===== src/rtl/display_frame_scheduler_pkg.sv =====
// display_frame_scheduler_pkg: frame geometry, scheduler FSM states and frame buffer type shared with the matrix driver
package display_frame_scheduler_pkg;
  localparam int ROWS = 8;
  localparam int COLS = 8;
  typedef enum logic [1:0] {IDLE, GRANT, WAIT_SWAP} state_t;
  typedef logic [ROWS-1:0][COLS-1:0] frame_t;
endpackage


===== src/rtl/display_frame_scheduler_arb.sv =====
// rr_arbiter2: two-requester round-robin pick with a registered pointer
// Ports: clk, reset (async, active-high), req[1:0] {ovl, game}, upd/upd_idx
// (end of a grant and who held it), pick (0 = game, 1 = ovl; valid when |req).
module rr_arbiter2 (
  input  logic       clk,
  input  logic       reset,
  input  logic [1:0] req,
  input  logic       upd,
  input  logic       upd_idx,
  output logic       pick
);
  logic ptr;
  // ptr names the requester favoured on contention; a lone request always wins
  always_comb pick = &req ? ptr : req[1];
  always_ff @(posedge clk or posedge reset)
    if (reset) ptr <= 1'b0;
    else if (upd) ptr <= ~upd_idx;
endmodule


===== src/rtl/display_frame_scheduler.sv =====
// display_frame_scheduler: arbitrates two frame writers into a back buffer and swaps it to the front on frame_end
// Ports: clk, reset (async, active-high); req_game/req_ovl in, gnt_game/gnt_ovl out;
// write beat wr_valid/wr_row/wr_data/wr_last with wr_ready; frame_end pulse from the
// driver; disp_rows (front buffer), swap_pending, frame_cnt.
// Option: FRAME_BLINK_EN adds blink_req, blanking disp_rows while frame_cnt[3] is set.
module display_frame_scheduler
  import display_frame_scheduler_pkg::*;
#(
  parameter int ROWS   = display_frame_scheduler_pkg::ROWS,
  parameter int COLS   = display_frame_scheduler_pkg::COLS,
  parameter int FCNT_W = 7
) (
  input  logic                       clk,
  input  logic                       reset,
`ifdef FRAME_BLINK_EN
  input  logic                       blink_req,
`endif
  input  logic                       req_game,
  input  logic                       req_ovl,
  output logic                       gnt_game,
  output logic                       gnt_ovl,
  input  logic                       wr_valid,
  input  logic [2:0]                 wr_row,
  input  logic [COLS-1:0]            wr_data,
  input  logic                       wr_last,
  output logic                       wr_ready,
  input  logic                       frame_end,
  output logic [ROWS-1:0][COLS-1:0]  disp_rows,
  output logic                       swap_pending,
  output logic [FCNT_W-1:0]          frame_cnt
);
  state_t state;
  logic [ROWS-1:0][COLS-1:0] back, front;
  logic gnt_req, upd, pick;
  always_comb gnt_req = gnt_ovl ? req_ovl : req_game;
  // the pointer moves whenever a grant ends: abort or completed swap
  always_comb upd = (state == GRANT && !gnt_req && !(wr_valid && wr_last)) ||
                    (state == WAIT_SWAP && frame_end);
  rr_arbiter2 u_arb (
    .clk     (clk),
    .reset   (reset),
    .req     ({req_ovl, req_game}),
    .upd     (upd),
    .upd_idx (gnt_ovl),
    .pick    (pick)
  );
  always_ff @(posedge clk or posedge reset)
    if (reset) begin
      state        <= IDLE;
      back         <= '0;
      front        <= '0;
      gnt_game     <= 1'b0;
      gnt_ovl      <= 1'b0;
      wr_ready     <= 1'b0;
      swap_pending <= 1'b0;
      frame_cnt    <= '0;
    end else begin
      if (frame_end) frame_cnt <= frame_cnt + 1'b1;
      case (state)
        IDLE:
          if (req_game || req_ovl) begin
            gnt_game <= !pick;
            gnt_ovl  <= pick;
            wr_ready <= 1'b1;
            state    <= GRANT;
          end
        GRANT: begin
          if (wr_valid) back[wr_row] <= wr_data;
          // a frame_end on the wr_last edge is ignored here: the swap needs a later one
          if (wr_valid && wr_last) begin
            state        <= WAIT_SWAP;
            swap_pending <= 1'b1;
            wr_ready     <= 1'b0;
          end else if (!gnt_req) begin
            state    <= IDLE;
            gnt_game <= 1'b0;
            gnt_ovl  <= 1'b0;
            wr_ready <= 1'b0;
          end
        end
        WAIT_SWAP:
          if (frame_end) begin
            front        <= back;
            swap_pending <= 1'b0;
            gnt_game     <= 1'b0;
            gnt_ovl      <= 1'b0;
            state        <= IDLE;
          end
        default: state <= IDLE;
      endcase
    end
`ifdef FRAME_BLINK_EN
  always_comb disp_rows = (blink_req && frame_cnt[3]) ? '0 : front;
`else
  always_comb disp_rows = front;
`endif
endmodule

===== config.mk =====
export PLATFORM = sky130hd
export DESIGN_NAME = display_frame_scheduler
export DESIGN_NICKNAME = d
export VERILOG_FILES = /design/src/rtl/display_frame_scheduler_pkg.sv /design/src/rtl/display_frame_scheduler_arb.sv /design/src/rtl/display_frame_scheduler.sv
export SDC_FILE = /design/constraint.sdc
export NUM_CORES = 1
export LEC_CHECK = 0
export BUFFER_PORTS_ARGS = -buffer_cell sky130_fd_sc_hd__buf_2
export CORE_UTILIZATION = 35
export DETAILED_ROUTE_END_ITERATION = 16
export GPL_TIMING_DRIVEN = 0
export HOLD_SLACK_MARGIN = 0.05
export SKIP_CTS_REPAIR_TIMING = 1
export SLEW_MARGIN = 20
export SYNTH_ARGS = -nofsm -noshare
export SYNTH_HDL_FRONTEND = slang
export SYNTH_SLANG_ARGS = --single-unit

===== constraint.sdc =====
create_clock -name clk -period 9.4 [get_ports clk]
set_input_delay 0.94 -clock clk [delete_from_list [all_inputs] [get_ports clk]]
set_output_delay 0.94 -clock clk [all_outputs]
set_load 0.05 [all_outputs]

# After elaboration in Yosys (flattened, before gate mapping)

Cells that the tools add are included.

Bits in registers: 142
Logic and storage cells: 78
Bits of input ports: 18
Output and inout port bits: 75

Multiplexer cells: 22
Eq/ne operators: 8
Reduce and logical (&&, ||, !) cells: 21
Magnitude comparators: 2
Bitwise logic cells: 1
$add $sub $neg: 1

Operators with widths:

| operator              | count |
|---|---|
| $bwmux W64            | 1 |
| $demux W8 S3          | 1 |
| $mux W1               | 10 |
| $reduce_and A3 Y1     | 3 |
| $mux W2               | 4 |
| $mux W8               | 1 |
| $ne A2 B2 Y1 const B  | 4 |
| $add A7 B1 Y7 const B | 1 |
| $pmux W1 S3           | 2 |
| $pmux W2 S3           | 1 |
| $reduce_and A2 Y1     | 3 |
| $logic_and A1 B1 Y1   | 5 |
| $reduce_and A5 Y1     | 1 |
| $lt A3 B4 Y1 const B  | 1 |
| $pmux W1 S2           | 2 |
| $reduce_bool A2 Y1    | 2 |
| $ge A3 B1 Y1 const B  | 1 |
| $logic_not A1 Y1      | 3 |
| $ne A3 B2 Y1 const B  | 1 |
| $reduce_bool A3 Y1    | 1 |
| $eq A2 B1 Y1 const B  | 1 |
| $eq A2 B2 Y1 const B  | 1 |
| $logic_not A2 Y1      | 1 |
| $logic_or A1 B1 Y1    | 2 |
| other kinds (2)       | 2 |

# Depth between registers and ports, before layout

Gate-level depths: netlist (run 1).

Word-level depth: 5
Depth in mapped cells: 8
Mapped depth without buffers: 6

# Modules after synthesis

From an unflattened synthesis (run 1), not the netlist that was laid out.

Cells, all modules: 346
Area, all modules: 5,542.8 um^2

Modules (own cells, without submodules):

| module                  | instances | sequential area each (um^2) | area an instance (um^2) | cells each |
|---|---|---|---|---|
| display_frame_scheduler | 1         | 3,528.4                     | 5,494.0                 | 340 |
| rr_arbiter2             | 1         | 25.0                        | 48.8                    | 6 |

# Least setup slack after synthesis (run 1)

Ideal clock, no wire load.

Kind: in2reg
Start: input port req_ovl
End: register state[0]
Slack: 7.307 ns
Stages on the path: 4
Arrival time: 1.968 ns
Data required time: 9.275 ns
Setup time: 0.125 ns
Buffers on the path: 0
Path through: mux2_2 > a31oi_1 > and2b_2 > mux2_2

Cells in the longest elaborated chain, start to end: 3
Elaborated cells on any way between the ends: 5
Classes of those cells: 2 x eq/ne; 1 x mux; 2 x reduce/logical

RTL lines:

| what                                                   | line                                                         | source |
|---|---|---|
| from (decl)                                            | display_frame_scheduler.sv:19                                | `input logic req_ovl,` |
| $mux W1 or $logic_or A1 B1 Y1 (tied branches)          | display_frame_scheduler.sv:35, display_frame_scheduler.sv:61 |  |
| $ne A3 B2 Y1 (no line) or $ne A2 B2 Y1 (tied branches) | --                                                           |  |
| $reduce_and A3 Y1 (no line) *                          | --                                                           |  |
| to (signal assigned)                                   | display_frame_scheduler.sv:49                                | `state <= IDLE;` |
| to (signal assigned)                                   | display_frame_scheduler.sv:65                                | `state <= GRANT;` |
| to (signal assigned)                                   | display_frame_scheduler.sv:71                                | `state <= WAIT_SWAP;` |
| to (decl)                                              | display_frame_scheduler.sv:32                                | `state_t state;` |

Mark *: on every way between the ends. The rest lies on a longest branch, timed or not.
A chain may end at the register's enable or synchronous reset.

# Worst setup path in the final report (run 1)

Start: register gnt_ovl
End: output port gnt_ovl

RTL lines:

| what                   | line                          | source |
|---|---|---|
| from (decl)            | display_frame_scheduler.sv:21 | `output logic gnt_ovl,` |
| from (signal assigned) | display_frame_scheduler.sv:63 | `gnt_ovl <= pick;` |

No word-level cell between the ends.

==> tab_implementation.tex, run 1 <==
\begin{tabular}{lr}
\hline
Metric & Value \\
\hline
\multicolumn{2}{l}{\textbf{Logic synthesis}} \\
Most frequently used flop master after synthesis & sky130\_fd\_sc\_hd\_\_dfrtp\_1 \\
Sequential fraction of the synthesis area & 63.71\% \\
Most repeated cell in the gate-level netlist after synthesis & sky130\_fd\_sc\_hd\_\_dfrtp\_1 \\
Leading cell types by count after synthesis & sky130\_fd\_sc\_hd\_\_dfrtp\_1, sky130\_fd\_sc\_hd\_\_mux2\_2, sky130\_fd\_sc\_hd\_\_mux2\_4 \\
Top cells by area, synth & sky130\_fd\_sc\_hd\_\_dfrtp\_1, sky130\_fd\_sc\_hd\_\_mux2\_2, sky130\_fd\_sc\_hd\_\_mux2\_4, sky130\_fd\_sc\_hd\_\_ha\_1, sky130\_fd\_sc\_hd\_\_buf\_2 \\
Number of enable-type register cells in the synthesized netlist & 0 \\
Yosys reg bits & between 100 and 150 \\
Netlist area before placement & around 5600 um2 \\
Count of yosys warnings during synthesis & 0 \\
Total nets after synthesis & $\sim$370 \\
Library cell occupying the most area in the post-synthesis netlist & sky130\_fd\_sc\_hd\_\_dfrtp\_1 \\
Async set-reset flop share out of synthesis & 100.0\% \\
Count of cell types in the netlist & 30 \\
Gate Count Post-Synth & roughly 350 \\
Mean area per synthesized cell & about 16 um2 \\
Area share of the largest cell type after synthesis & roughly 64\% \\
\multicolumn{2}{l}{\textbf{Routing}} \\
Average wire length per cell after detail routing & between 15 and 20 um \\
DRC violation count after routing & 0 \\
Vias & between 3,000 and 4,000 \\
Number of DRC violations after detailed-routing iteration 0 & between 100 and 150 \\
Detailed-routing iteration count for the pre-antenna-repair pass & 4 \\
Via-to-Cell Ratio & 4.636 \\
WL final & roughly 12,000 um \\
Number of antenna-violating nets in the routed design & 0 \\
\multicolumn{2}{l}{\textbf{Worst setup path}} \\
Setup crit end kind & primary output \\
Critical path fanouts, max & 5 \\
Required time of the critical path & 8.46 ns \\
Ordered list of cells on the worst path & buf\_2 \\
Critical path startpoint category & flip-flop \\
Maximum single-stage delay on the critical path & $\sim$0.41 ns \\
Critical path's slowest cell & sky130\_fd\_sc\_hd\_\_dfrtp\_1 \\
Worst setup path class & reg -> out \\
Largest delay contributor family on the critical path & flip-flops \\
Endpoint arrival time on the critical path & approximately 1.1 ns \\
Number of buffers and inverters on the critical path & 1 \\
\multicolumn{2}{l}{\textbf{Power and ir drop}} \\
Cell leakage power & between 3 and 4 nW \\
Switching component of the power & approximately 1.1 mW \\
Cell internal power dissipation & $\sim$1.7 mW \\
Part of the total power dissipated in sequential elements & roughly 37\% \\
Power share of the combinational group & between 30\% and 40\% \\
Share of total power consumed by net switching & between 30\% and 40\% \\
Part of the total power dissipated in the clock network & about a quarter \\
Power density over the cells & 397.0 nW/um2 \\
Peak VDD IR & $\sim$140 uV \\
\multicolumn{2}{l}{\textbf{Placement}} \\
Placer's final routability congestion estimate & slightly above 0.8 \\
IO buf count & 91 \\
Setup slack at placement & 6.982 ns \\
DP HPWL & approximately 7700 um \\
\multicolumn{2}{l}{\textbf{Layout}} \\
FILL cells & roughly 1,400 \\
Share of cells above drive strength 1 & between 50\% and 60\% \\
\# diodes & 0 \\
Number of nets in the layout & 480 \\
Layout overhead on the synthesized area & 24.85\% \\
Layout Utilization & 45.31\% \\
\multicolumn{2}{l}{\textbf{Global route}} \\
Total routing resource utilization after global routing & about 15\% \\
Largest net degree at the start of global routing & 81 \\
GR Util met2 & between 20\% and 30\% \\
Number of antenna violations at the first check in global routing & 0 \\
GRT met1 Usage & roughly 18\% \\
Wire length of the first global-routing pass & roughly 18,000 um \\
Global routing's busiest layer & met2 \\
Congestion Overflow GR & 0 \\
Routing usage on met3 & 4.508\% \\
Vias in the first global route & 3,345 \\
\multicolumn{2}{l}{\textbf{Clock tree}} \\
Worst-path clk slew & 0.06 ns \\
Clock tree sinks & $\sim$140 \\
CTS tree & yes \\
Number of buffers on the longest clock path & 2 \\
CTS H-tree depth & 4 \\
Insertion delay to the later sink of the worst-skew pair & 0.41 ns \\
Number of clock buffers inserted by TritonCTS & 17 \\
Buffer type at the clock tree root & sky130\_fd\_sc\_hd\_\_clkbuf\_16 \\
\multicolumn{2}{l}{\textbf{STA}} \\
Final-report hold violation count & 0 \\
Final worst path period share & a little over a fifth \\
Setup Viol. Count Final & 0 \\
Worst slew margin relative to its limit & 67.26\% \\
Largest clock skew in the final design & between 0.006 and 0.007 ns \\
Top achievable clock speed & approximately 490 MHz \\
Max-slew violation count & 0 \\
Worst-Margin Slew & between 0.4 and 0.5 ns \\
Period minus WS final & just over 2 ns \\
Post-route setup slack & 7.345 ns \\
Sum of negative setup slack & 0 ns \\
Setup repair after global routing missed its margin & no \\
\multicolumn{2}{l}{\textbf{Status}} \\
Run status & finished, final reports clean \\
\multicolumn{2}{l}{\textbf{Flow run}} \\
Max-cap violations & 0 \\
\multicolumn{2}{l}{\textbf{Floorplan}} \\
Die height & approximately 130 um \\
Horizontal die dimension & approximately 130 um \\
Starting Density & a little over a third \\
Die Outline Area & between 15,000 and 20,000 um2 \\
Placeable core region & between 15,000 and 20,000 um2 \\
Placement row count & 45 \\
I/O pin count & 93 \\
\multicolumn{2}{l}{\textbf{Hold path}} \\
Hold Path Class & reg -> reg \\
\hline
\end{tabular}
[final timing paths]
kind | startpoint | endpoint | slack, ns | depth (start not counted)
min in group asynchronous | reset | disp_rows[4] | 0.56 | 2
max | gnt_ovl | gnt_ovl | 7.35 | 1
min | frame_cnt[6] | frame_cnt[6] | 0.49 | 1
min reg2reg | frame_cnt[6] | frame_cnt[6] | 0.49 | 1
max reg2reg | state[0] | disp_rows[59] | 7.42 | 6
max in group asynchronous | reset | disp_rows[29] | 8.11 | 3
[flip-flops by register name (all words and copies together) (netlist names), 2 cells and up]
register,cells
back,64
state,2
disp_rows,64
frame_cnt,7
[cell families (layout without fill, tap and decap cells)]
family / count (synthesis) / count (layout) / share of synthesized area (%)
flip-flops: 142 / 142 / 63.71
multiplexers: 132 / 132 / 27.73
AND/OR/NAND/NOR: 28 / 28 / 2.871
XOR/XNOR: 6 / 6 / 0.9423
adder cells (fa/ha/maj): 5 / 5 / 1.122
AO/OA/AOI/OAI: 16 / 16 / 1.974
buffers and inverters: 17 / 141 / 1.660
[power groups by stage]
stage               logic (mW)  registers [mW]  clock network (mW)
floorplan                0.377            1.45                   0
global placement          1.03            1.02                   0
finish                    1.03            1.02               0.711
CTS                       1.05            1.02               0.726
detailed placement        1.04            1.03                   0
global route              1.09            1.06               0.753
[routing by layer]
metal	share of wire, %	vias to the layer above	wire [um]
li1	-	1441	-
met1	43	1641	4988
met2	51	61	5873
met3	4.4	14	508
met4	1.4	0	157
met5	0	-	0
[stage by stage]
stage | instance area [um2] | std cells | total power [mW] | hold WS [ns]
after detailed placement | 6332 | 649 | 2.076 | 0.4786
after global placement | 6297 | 648 | 2.042 | 0.4507
final | 6964 | 681 | 2.765 | 0.4855
after global routing | 6964 | 681 | 2.907 | 0.4951
after floorplan | 5578 | 346 | 1.825 | 0.4766
after CTS | 6964 | 681 | 2.797 | 0.4901
[cell type report]
type	instances	area, um2	area share, %
flip-flops and latches	142	3553	51.02
multi-input cells	187	1932	27.74
repair buffers	92	483.0	6.935
clock buffers	20	466.7	6.701
well taps	211	264.0	3.791
clock inverters	12	165.2	2.372
plain buffers	11	70.07	1.006
inverters	6	30.03	0.4312
[placed cells by master, fill, tap and decap left out, drive strengths merged, types with 3 or more instances in the layout]
cell type / synthesis / final
clkbuf: 0 / 20
bufinv: 0 / 4
nand2: 8 / 8
o21ai: 4 / 4
buf: 11 / 103
mux2: 132 / 132
inv: 6 / 6
dfrtp: 142 / 142
a21oi: 4 / 4
nor2: 9 / 9
xor2: 3 / 3
ha: 5 / 5
clkinv: 0 / 6
xnor2: 3 / 3
Power figures use the tool's default switching activity.
==> run 2, diff against run 1 <==
--- a/config.mk
+++ b/config.mk
@@ -5,6 +5,7 @@
 export SDC_FILE = /design/constraint.sdc
 export NUM_CORES = 1
 export LEC_CHECK = 0
+export ABC_AREA = 1
 export BUFFER_PORTS_ARGS = -buffer_cell sky130_fd_sc_hd__buf_2
 export CORE_UTILIZATION = 35
 export DETAILED_ROUTE_END_ITERATION = 16
==> constraint.sdc (replaced) <==
create_clock -name clk -period 1.8 [get_ports clk]
set_input_delay 0.18 -clock clk [delete_from_list [all_inputs] [get_ports clk]]
set_output_delay 0.18 -clock clk [all_outputs]
set_load 0.05 [all_outputs]
==> run 2 against run 1 <==
- sequential power increased to 5.1 times the previous value
- hold slack got worse by 0.39 ns
- wire length increased by 11%
- clock-buffer cell count decreased by 1
- final area increased by 3.0%
- first-iteration DRC count increased by 29%
- sequential share of layout area decreased by 1.5 points
- combinational power increased to 4.5 times the previous value
- non-clock buffer count increased by 11
- largest cell class unchanged
- largest power group is now sequential cells
==> tab_implementation.tex, run 2 <==
\begin{tabular}{lr}
\hline
Metric & Value \\
\hline
\multicolumn{2}{l}{\textbf{Clock tree}} \\
Number of buffers on the longest clock path & 2 \\
Worst-path clk slew & 0.05 ns \\
Number of clock buffers inserted by TritonCTS & 17 \\
CTS H-tree depth & 4 \\
Clock tree sinks & approximately 140 \\
Buffer type at the clock tree root & sky130\_fd\_sc\_hd\_\_clkbuf\_16 \\
Insertion delay to the later sink of the worst-skew pair & between 0.4 and 0.5 ns \\
CTS tree & yes \\
\multicolumn{2}{l}{\textbf{Logic synthesis}} \\
Most repeated cell in the gate-level netlist after synthesis & sky130\_fd\_sc\_hd\_\_dfrtp\_1 \\
Leading cell types by count after synthesis & sky130\_fd\_sc\_hd\_\_dfrtp\_1, sky130\_fd\_sc\_hd\_\_nand2\_1, sky130\_fd\_sc\_hd\_\_mux2\_4 \\
Top cells by area, synth & sky130\_fd\_sc\_hd\_\_dfrtp\_1, sky130\_fd\_sc\_hd\_\_mux2\_4, sky130\_fd\_sc\_hd\_\_nand2\_1, sky130\_fd\_sc\_hd\_\_o21ai\_0, sky130\_fd\_sc\_hd\_\_mux2\_2 \\
Async set-reset flop share out of synthesis & 100.0\% \\
Sequential fraction of the synthesis area & just over 60\% \\
Count of cell types in the netlist & 24 \\
Netlist area before placement & around 5700 um2 \\
Total nets after synthesis & 482 \\
Library cell occupying the most area in the post-synthesis netlist & sky130\_fd\_sc\_hd\_\_dfrtp\_1 \\
Most frequently used flop master after synthesis & sky130\_fd\_sc\_hd\_\_dfrtp\_1 \\
Area share of the largest cell type after synthesis & 62.09\% \\
Count of yosys warnings during synthesis & 0 \\
Yosys reg bits & about 140 \\
Number of enable-type register cells in the synthesized netlist & 0 \\
Gate Count Post-Synth & roughly 460 \\
Mean area per synthesized cell & approximately 12 um2 \\
\multicolumn{2}{l}{\textbf{Flow run}} \\
Max-cap violations & 0 \\
\multicolumn{2}{l}{\textbf{Routing}} \\
Number of antenna-violating nets in the routed design & 0 \\
Number of DRC violations after detailed-routing iteration 0 & 146 \\
DRC violation count after routing & 0 \\
Average wire length per cell after detail routing & 15.91 um \\
Via-to-Cell Ratio & 4.570 \\
Detailed-routing iteration count for the pre-antenna-repair pass & 4 \\
Vias & between 3,000 and 4,000 \\
WL final & 12,810 um \\
\multicolumn{2}{l}{\textbf{Worst setup path}} \\
Critical path startpoint category & flip-flop \\
Setup crit end kind & flip-flop \\
Maximum single-stage delay on the critical path & $\sim$0.40 ns \\
Ordered list of cells on the worst path & buf\_4 -> ha\_1 -> nand2\_1 -> buf\_6 -> buf\_6 -> mux2\_4 \\
Cell with the most instances on the worst path & sky130\_fd\_sc\_hd\_\_buf\_6 \\
Register-to-register path setup slack & approximately 0.053 ns \\
Critical path fanouts, max & 10 \\
Critical register-to-register path startpoint & state[1] \\
Required time of the critical path & $\sim$2.1 ns \\
Worst setup path class & reg -> reg \\
Endpoint arrival time on the critical path & approximately 2.1 ns \\
Worst r2r dst & disp\_rows[17] \\
Critical path's slowest cell & sky130\_fd\_sc\_hd\_\_dfrtp\_1 \\
Number of cell instances on the worst register-to-register path & 6 \\
\multicolumn{2}{l}{\textbf{Hold path}} \\
Min-Delay Endpoint & gnt\_game \\
Hold Path Class & in -> reg \\
Hold path start & req\_ovl \\
WHS Path Cells & 4 \\
\multicolumn{2}{l}{\textbf{Floorplan}} \\
Die height & $\sim$130 um \\
Placement row count & 46 \\
Starting Density & 35.90\% \\
Placeable core region & roughly 16,000 um2 \\
Die Outline Area & about 17,000 um2 \\
Horizontal die dimension & 129.9 um \\
I/O pin count & 93 \\
\multicolumn{2}{l}{\textbf{Layout}} \\
Layout overhead on the synthesized area & 25.32\% \\
Layout Utilization & around 45\% \\
Final instance area & around 7200 um2 \\
Share of cells above drive strength 1 & between 30 and 40\% \\
Top library cells by usage in the layout, fill and taps aside & sky130\_fd\_sc\_hd\_\_dfrtp\_1, sky130\_fd\_sc\_hd\_\_nand2\_1, sky130\_fd\_sc\_hd\_\_buf\_2 \\
Number of nets in the layout & approximately 600 \\
Most frequent standard cell in the layout excluding fill and tap cells & sky130\_fd\_sc\_hd\_\_dfrtp\_1 \\
FILL cells & 1,472 \\
\multicolumn{2}{l}{\textbf{STA}} \\
Setup Viol. Count Final & 0 \\
Setup repair after global routing missed its margin & yes \\
Largest clock skew in the final design & 0.01465 ns \\
Max-slew violation count & 0 \\
Final-report hold violation count & 0 \\
Top achievable clock speed & 572.6 MHz \\
Period minus WS final & between 1.5 and 2 ns \\
Worst-Margin Slew & about 0.52 ns \\
Worst slew margin relative to its limit & around 65\% \\
Final worst path period share & between 90\% and 100\% \\
\multicolumn{2}{l}{\textbf{Placement}} \\
IO buf count & 92 \\
Placed cell areas & roughly 6500 um2 \\
Placer's final routability congestion estimate & 0.7765 \\
DP HPWL & roughly 9000 um \\
\multicolumn{2}{l}{\textbf{Power and ir drop}} \\
Cell leakage power & about 3.9 nW \\
Peak VDD IR & between 700 and 800 uV \\
Power density over the cells & approximately 1900 nW/um2 \\
\multicolumn{2}{l}{\textbf{Global route}} \\
Largest net degree at the start of global routing & 37 \\
Wire length of the first global-routing pass & between 20,000 and 25,000 um \\
Number of antenna violations at the first check in global routing & 0 \\
Congestion Overflow GR & 0 \\
Vias in the first global route & around 3,900 \\
Total routing resource utilization after global routing & between 15 and 20\% \\
\multicolumn{2}{l}{\textbf{Status}} \\
Run status & finished, final reports clean \\
\hline
\end{tabular}
-- run 2: cell count changes after synthesis, moves of 3 or more --
cell | previous run | this run
sky130_fd_sc_hd__nor2_2 | 6 | 0
sky130_fd_sc_hd__o21ai_1 | 0 | 32
sky130_fd_sc_hd__nand3_1 | 0 | 9
sky130_fd_sc_hd__inv_1 | 6 | 25
sky130_fd_sc_hd__nor2_1 | 3 | 7
sky130_fd_sc_hd__mux2_4 | 16 | 49
sky130_fd_sc_hd__nand2_1 | 8 | 98
sky130_fd_sc_hd__buf_2 | 8 | 5
sky130_fd_sc_hd__nand2_2 | 0 | 9
sky130_fd_sc_hd__mux2_2 | 116 | 15
sky130_fd_sc_hd__o21ai_0 | 4 | 35
sky130_fd_sc_hd__buf_6 | 2 | 10
-- run 2: worst max-delay path, delay by kind of cell (launching register included) --
kind,cells,cell delay (ns)
buf+inv,3,0.56
flops,1,0.40
mux,1,0.32
fa+ha+maj,1,0.22
simple gates,1,0.13
-- run 2: cell families after synthesis --
kind of cell | share of synthesized area, %
and+or+nand+nor | 9.838
xor gates and xnor gates | 0.7652
DFF | 62.09
adders and majority gates | 1.093
AOI/OAI and AO/OA | 6.165
buffers and inverters | 4.241
muxes | 15.81
-- run 2: power by group --
part	total (mW)	internal, mW	switching, mW
registers	5.16	4.42	0.734
clock network	3.49	2.19	1.29
logic	4.64	1.56	3.08
total	13.3	8.17	5.11
-- run 2: area by class of cell --
cell class	count	area (um2)	area share, %
multi-input combinational	275	1937	27.01
sequential	142	3553	49.55
timing repair buffer	100	575.6	8.025
buffer	14	143.9	2.006
clock buffer	19	442.9	6.176
clock inverter	12	145.1	2.024
tap	216	270.3	3.768
inverter	26	101.3	1.413
antenna	1	2.502	0.03489
-- run 2: per-stage QoR --
| step | TNS, ns | cells | hold slack (ns) | power [mW] | setup slack (ns) |
|---|---|---|---|---|---|
| CTS | 0 | 802 | -0.2798 | 13.39 | 0.07258 |
| global route | -0.4803 | 804 | 0.1160 | 14.07 | -0.03970 |
| global placement | -125.73 | 767 | 0.4393 | 9.656 | -0.8951 |
| floorplan | -22.30 | 459 | 0.2710 | 8.680 | -0.1571 |
| detailed placement | 0 | 771 | 0.1659 | 9.850 | 0.08033 |
| finish | 0 | 805 | 0.09913 | 13.28 | 0.05348 |
-- run 2: worst max path at each step --
| stage | start | to | slack (ns) | cells past startpoint |
|---|---|---|---|---|
| after floorplan | reset | back[0] | -0.16 | 1 |
| after global placement | reset | disp_rows[20] | -0.90 | 2 |
| after detailed placement | state[0] | u_arb.ptr | 0.08 | 8 |
| after CTS | state[0] | u_arb.ptr | 0.07 | 8 |
| after global routing | state[1] | back[8] | -0.04 | 8 |
| final | state[1] | disp_rows[17] | 0.05 | 6 |
-- run 2: per-layer routing --
metal / share of wire, % / track usage [%] / vias up
met5: 0 / 0 / -
met3: 4.6 / 4.551 / 21
met1: 48 / 22.51 / 1814
li1: - / - / 1760
met4: 2.0 / 7.661 / 0
met2: 46 / 25.79 / 84
==> run 3, diff against run 2 <==
--- a/config.mk
+++ b/config.mk
@@ -11,6 +11,7 @@
 export DETAILED_ROUTE_END_ITERATION = 16
 export GPL_TIMING_DRIVEN = 0
 export HOLD_SLACK_MARGIN = 0.05
+export PLACE_DENSITY = 0.61
 export SKIP_CTS_REPAIR_TIMING = 1
 export SLEW_MARGIN = 20
 export SYNTH_ARGS = -nofsm -noshare
==> run 3 against run 2 <==
- final area is 0.58% lower
- global-route usage is 0.52 points lower
- hold slack lost 0.012 ns
- final cell count fell by 0.37%
- via count fell by 0.35%
- critical endpoint is now u_arb.ptr
- critical path type unchanged
- flip-flop and latch count unchanged
- die area did not move
- clock skew is 0.0025 ns higher
==> tab_implementation.tex, run 3 (synthesized netlist as in run 2, its figures left out) <==
\begin{tabular}{lr}
\hline
Metric & Value \\
\hline
\multicolumn{2}{l}{\textbf{Status}} \\
Run status & finished, final reports clean \\
\multicolumn{2}{l}{\textbf{Worst setup path}} \\
Setup crit end kind & flip-flop \\
Critical path startpoint category & flip-flop \\
Endpoint arrival time on the critical path & roughly 2 ns \\
Critical path fanouts, max & 10 \\
Ordered list of cells on the worst path & inv\_1 -> ha\_1 -> nand2\_1 -> buf\_8 -> buf\_6 -> o21ai\_0 -> nand2\_1 -> o21ai\_0 \\
Worst setup path class & reg -> reg \\
Required time of the critical path & 2.08 ns \\
Largest delay contributor family on the critical path & buffers and inverters \\
Maximum single-stage delay on the critical path & roughly 0.4 ns \\
Number of buffers and inverters on the critical path & 3 \\
Critical path's slowest cell & sky130\_fd\_sc\_hd\_\_dfrtp\_1 \\
\multicolumn{2}{l}{\textbf{Routing}} \\
Vias & 3,666 \\
Number of DRC violations after detailed-routing iteration 0 & roughly 180 \\
Via-to-Cell Ratio & between 4 and 5 \\
DRC violation count after routing & 0 \\
Detailed-routing iteration count for the pre-antenna-repair pass & 4 \\
Number of antenna-violating nets in the routed design & 0 \\
Average wire length per cell after detail routing & around 15 um \\
WL final & about 12,000 um \\
\multicolumn{2}{l}{\textbf{Power and ir drop}} \\
Cell leakage power & roughly 3.8 nW \\
Cell internal power dissipation & around 8 mW \\
Peak VDD IR & roughly 680 uV \\
Post-route total power & $\sim$13 mW \\
Part of the total power dissipated in the clock network & 25.8\% \\
Power density over the cells & $\sim$1800 nW/um2 \\
Switching component of the power & 5.149 mW \\
Part of the total power dissipated in sequential elements & between 30\% and 40\% \\
Share of total power consumed by net switching & 39.18\% \\
Power share of the combinational group & a little over a third \\
\multicolumn{2}{l}{\textbf{STA}} \\
Setup repair after global routing missed its margin & yes \\
Post-route setup slack & between 0.07 and 0.08 ns \\
Period minus WS final & roughly 1.7 ns \\
Sum of negative setup slack & 0 ns \\
Worst-Margin Slew & approximately 0.66 ns \\
Final-report hold violation count & 0 \\
Max-slew violation count & 0 \\
Worst slew margin relative to its limit & between 50\% and 60\% \\
Setup Viol. Count Final & 0 \\
Largest clock skew in the final design & roughly 0.017 ns \\
Final worst path period share & 95.68\% \\
Top achievable clock speed & between 500 and 600 MHz \\
WHS & slightly below 0.09 ns \\
\multicolumn{2}{l}{\textbf{Global route}} \\
Congestion Overflow GR & 0 \\
GRT met1 Usage & between 20\% and 30\% \\
Global routing's busiest layer & met2 \\
Routing usage on met3 & 4.633\% \\
Total routing resource utilization after global routing & 16.38\% \\
Largest net degree at the start of global routing & 37 \\
Number of antenna violations at the first check in global routing & 0 \\
GR Util met2 & between 20\% and 30\% \\
Wire length of the first global-routing pass & 20,220 um \\
Vias in the first global route & roughly 3,800 \\
\multicolumn{2}{l}{\textbf{Layout}} \\
Share of cells above drive strength 1 & a little under two fifths \\
Top library cells by usage in the layout, fill and taps aside & sky130\_fd\_sc\_hd\_\_dfrtp\_1, sky130\_fd\_sc\_hd\_\_nand2\_1, sky130\_fd\_sc\_hd\_\_buf\_2 \\
Final instance area & 7131 um2 \\
Number of nets in the layout & 596 \\
Most frequent standard cell in the layout excluding fill and tap cells & sky130\_fd\_sc\_hd\_\_dfrtp\_1 \\
\# diodes & 0 \\
FILL cells & 1,473 \\
Layout overhead on the synthesized area & 24.60\% \\
Area of combinational cells with multiple inputs & $\sim$1900 um2 \\
Register area & between 3000 and 4000 um2 \\
\multicolumn{2}{l}{\textbf{Placement}} \\
Placer's final routability congestion estimate & $\sim$0.84 \\
Setup slack at placement & between 0.08 and 0.09 ns \\
Placed cell areas & $\sim$6500 um2 \\
DP HPWL & roughly 8600 um \\
IO buf count & slightly above 90 \\
\multicolumn{2}{l}{\textbf{Clock tree}} \\
Worst-path clk slew & 0.06 ns \\
CTS tree & yes \\
Insertion delay to the later sink of the worst-skew pair & 0.43 ns \\
Clock tree sinks & around 140 \\
CTS H-tree depth & 4 \\
Number of clock buffers inserted by TritonCTS & 17 \\
Buffer type at the clock tree root & sky130\_fd\_sc\_hd\_\_clkbuf\_16 \\
Number of buffers on the longest clock path & 2 \\
\multicolumn{2}{l}{\textbf{Floorplan}} \\
Starting Density & a little over a third \\
Die Outline Area & $\sim$17,000 um2 \\
Horizontal die dimension & approximately 130 um \\
Placeable core region & $\sim$16,000 um2 \\
Placement row count & 46 \\
I/O pin count & 93 \\
Die height & about 130 um \\
\multicolumn{2}{l}{\textbf{Hold path}} \\
Hold Path Class & in -> reg \\
\multicolumn{2}{l}{\textbf{Flow run}} \\
Max-cap violations & 0 \\
\hline
\end{tabular}
-- run 3: cell count changes in the layout (fill, tap and decap cells not counted), sizes merged --
cell / change
buf: -2
clkinv: -1
clkbuf: -2
diode: -1
bufinv: -1
clkinvlp: +3
inv: +1
-- run 3: path summary, 6_finish.rpt --
check                          from            to  slack (ns)  cells past startpoint
setup / recovery           state[0]     u_arb.ptr        0.08                      8
hold / removal              req_ovl      gnt_game        0.09                      4
setup reg to reg           state[0]     u_arb.ptr        0.08                      8
hold reg to reg            wr_ready      wr_ready        0.47                      2
max in group asynchronous     reset      back[23]        0.59                      5
min in group asynchronous     reset  frame_cnt[6]        0.40                      3
-- run 3: final cells by class --
cell class	instances	area share, %
clock buffer	18	6.019
sequential	142	49.83
inverter	26	1.421
timing repair buffer	98	7.966
multi-input combinational	275	27.02
buffer	13	1.913
tap	216	3.790
clock inverter	14	2.035
-- run 3: power groups by stage --
stage / Combinational (mW) / Sequential, mW / Clock [mW]
3_3_place_gp: 4.50 / 5.15 / 0
6_report: 4.59 / 5.16 / 3.39
4_1_cts: 4.64 / 5.17 / 3.46
3_5_place_dp: 4.63 / 5.21 / 0
2_1_floorplan: 1.82 / 6.86 / 0
5_1_grt: 4.97 / 5.32 / 3.61
-- run 3: through the flow --
stage / instances / util (%)
5_1_grt: 802 / 44.73
3_5_place_dp: 771 / 41.05
6_report: 802 / 44.73
3_3_place_gp: 767 / 40.50
4_1_cts: 803 / 44.66
2_1_floorplan: 459 / -
-- run 3: worst reg2reg max path, stage by stage (launching register included) --
cell and delay (ns):
sky130_fd_sc_hd__dfrtp_1 0.40, sky130_fd_sc_hd__inv_1 0.08, sky130_fd_sc_hd__ha_1 0.24, sky130_fd_sc_hd__nand2_1 0.15, sky130_fd_sc_hd__buf_8 0.19, sky130_fd_sc_hd__buf_6 0.20
sky130_fd_sc_hd__o21ai_0 0.16, sky130_fd_sc_hd__nand2_1 0.09, sky130_fd_sc_hd__o21ai_0 0.09
-- run 3: per-layer routing --
layer / wire (um) / share of wire [%]
met3: 455 / 3.7
met1: 5770 / 46
met2: 5962 / 48
met5: 0 / 0
met4: 228 / 1.8
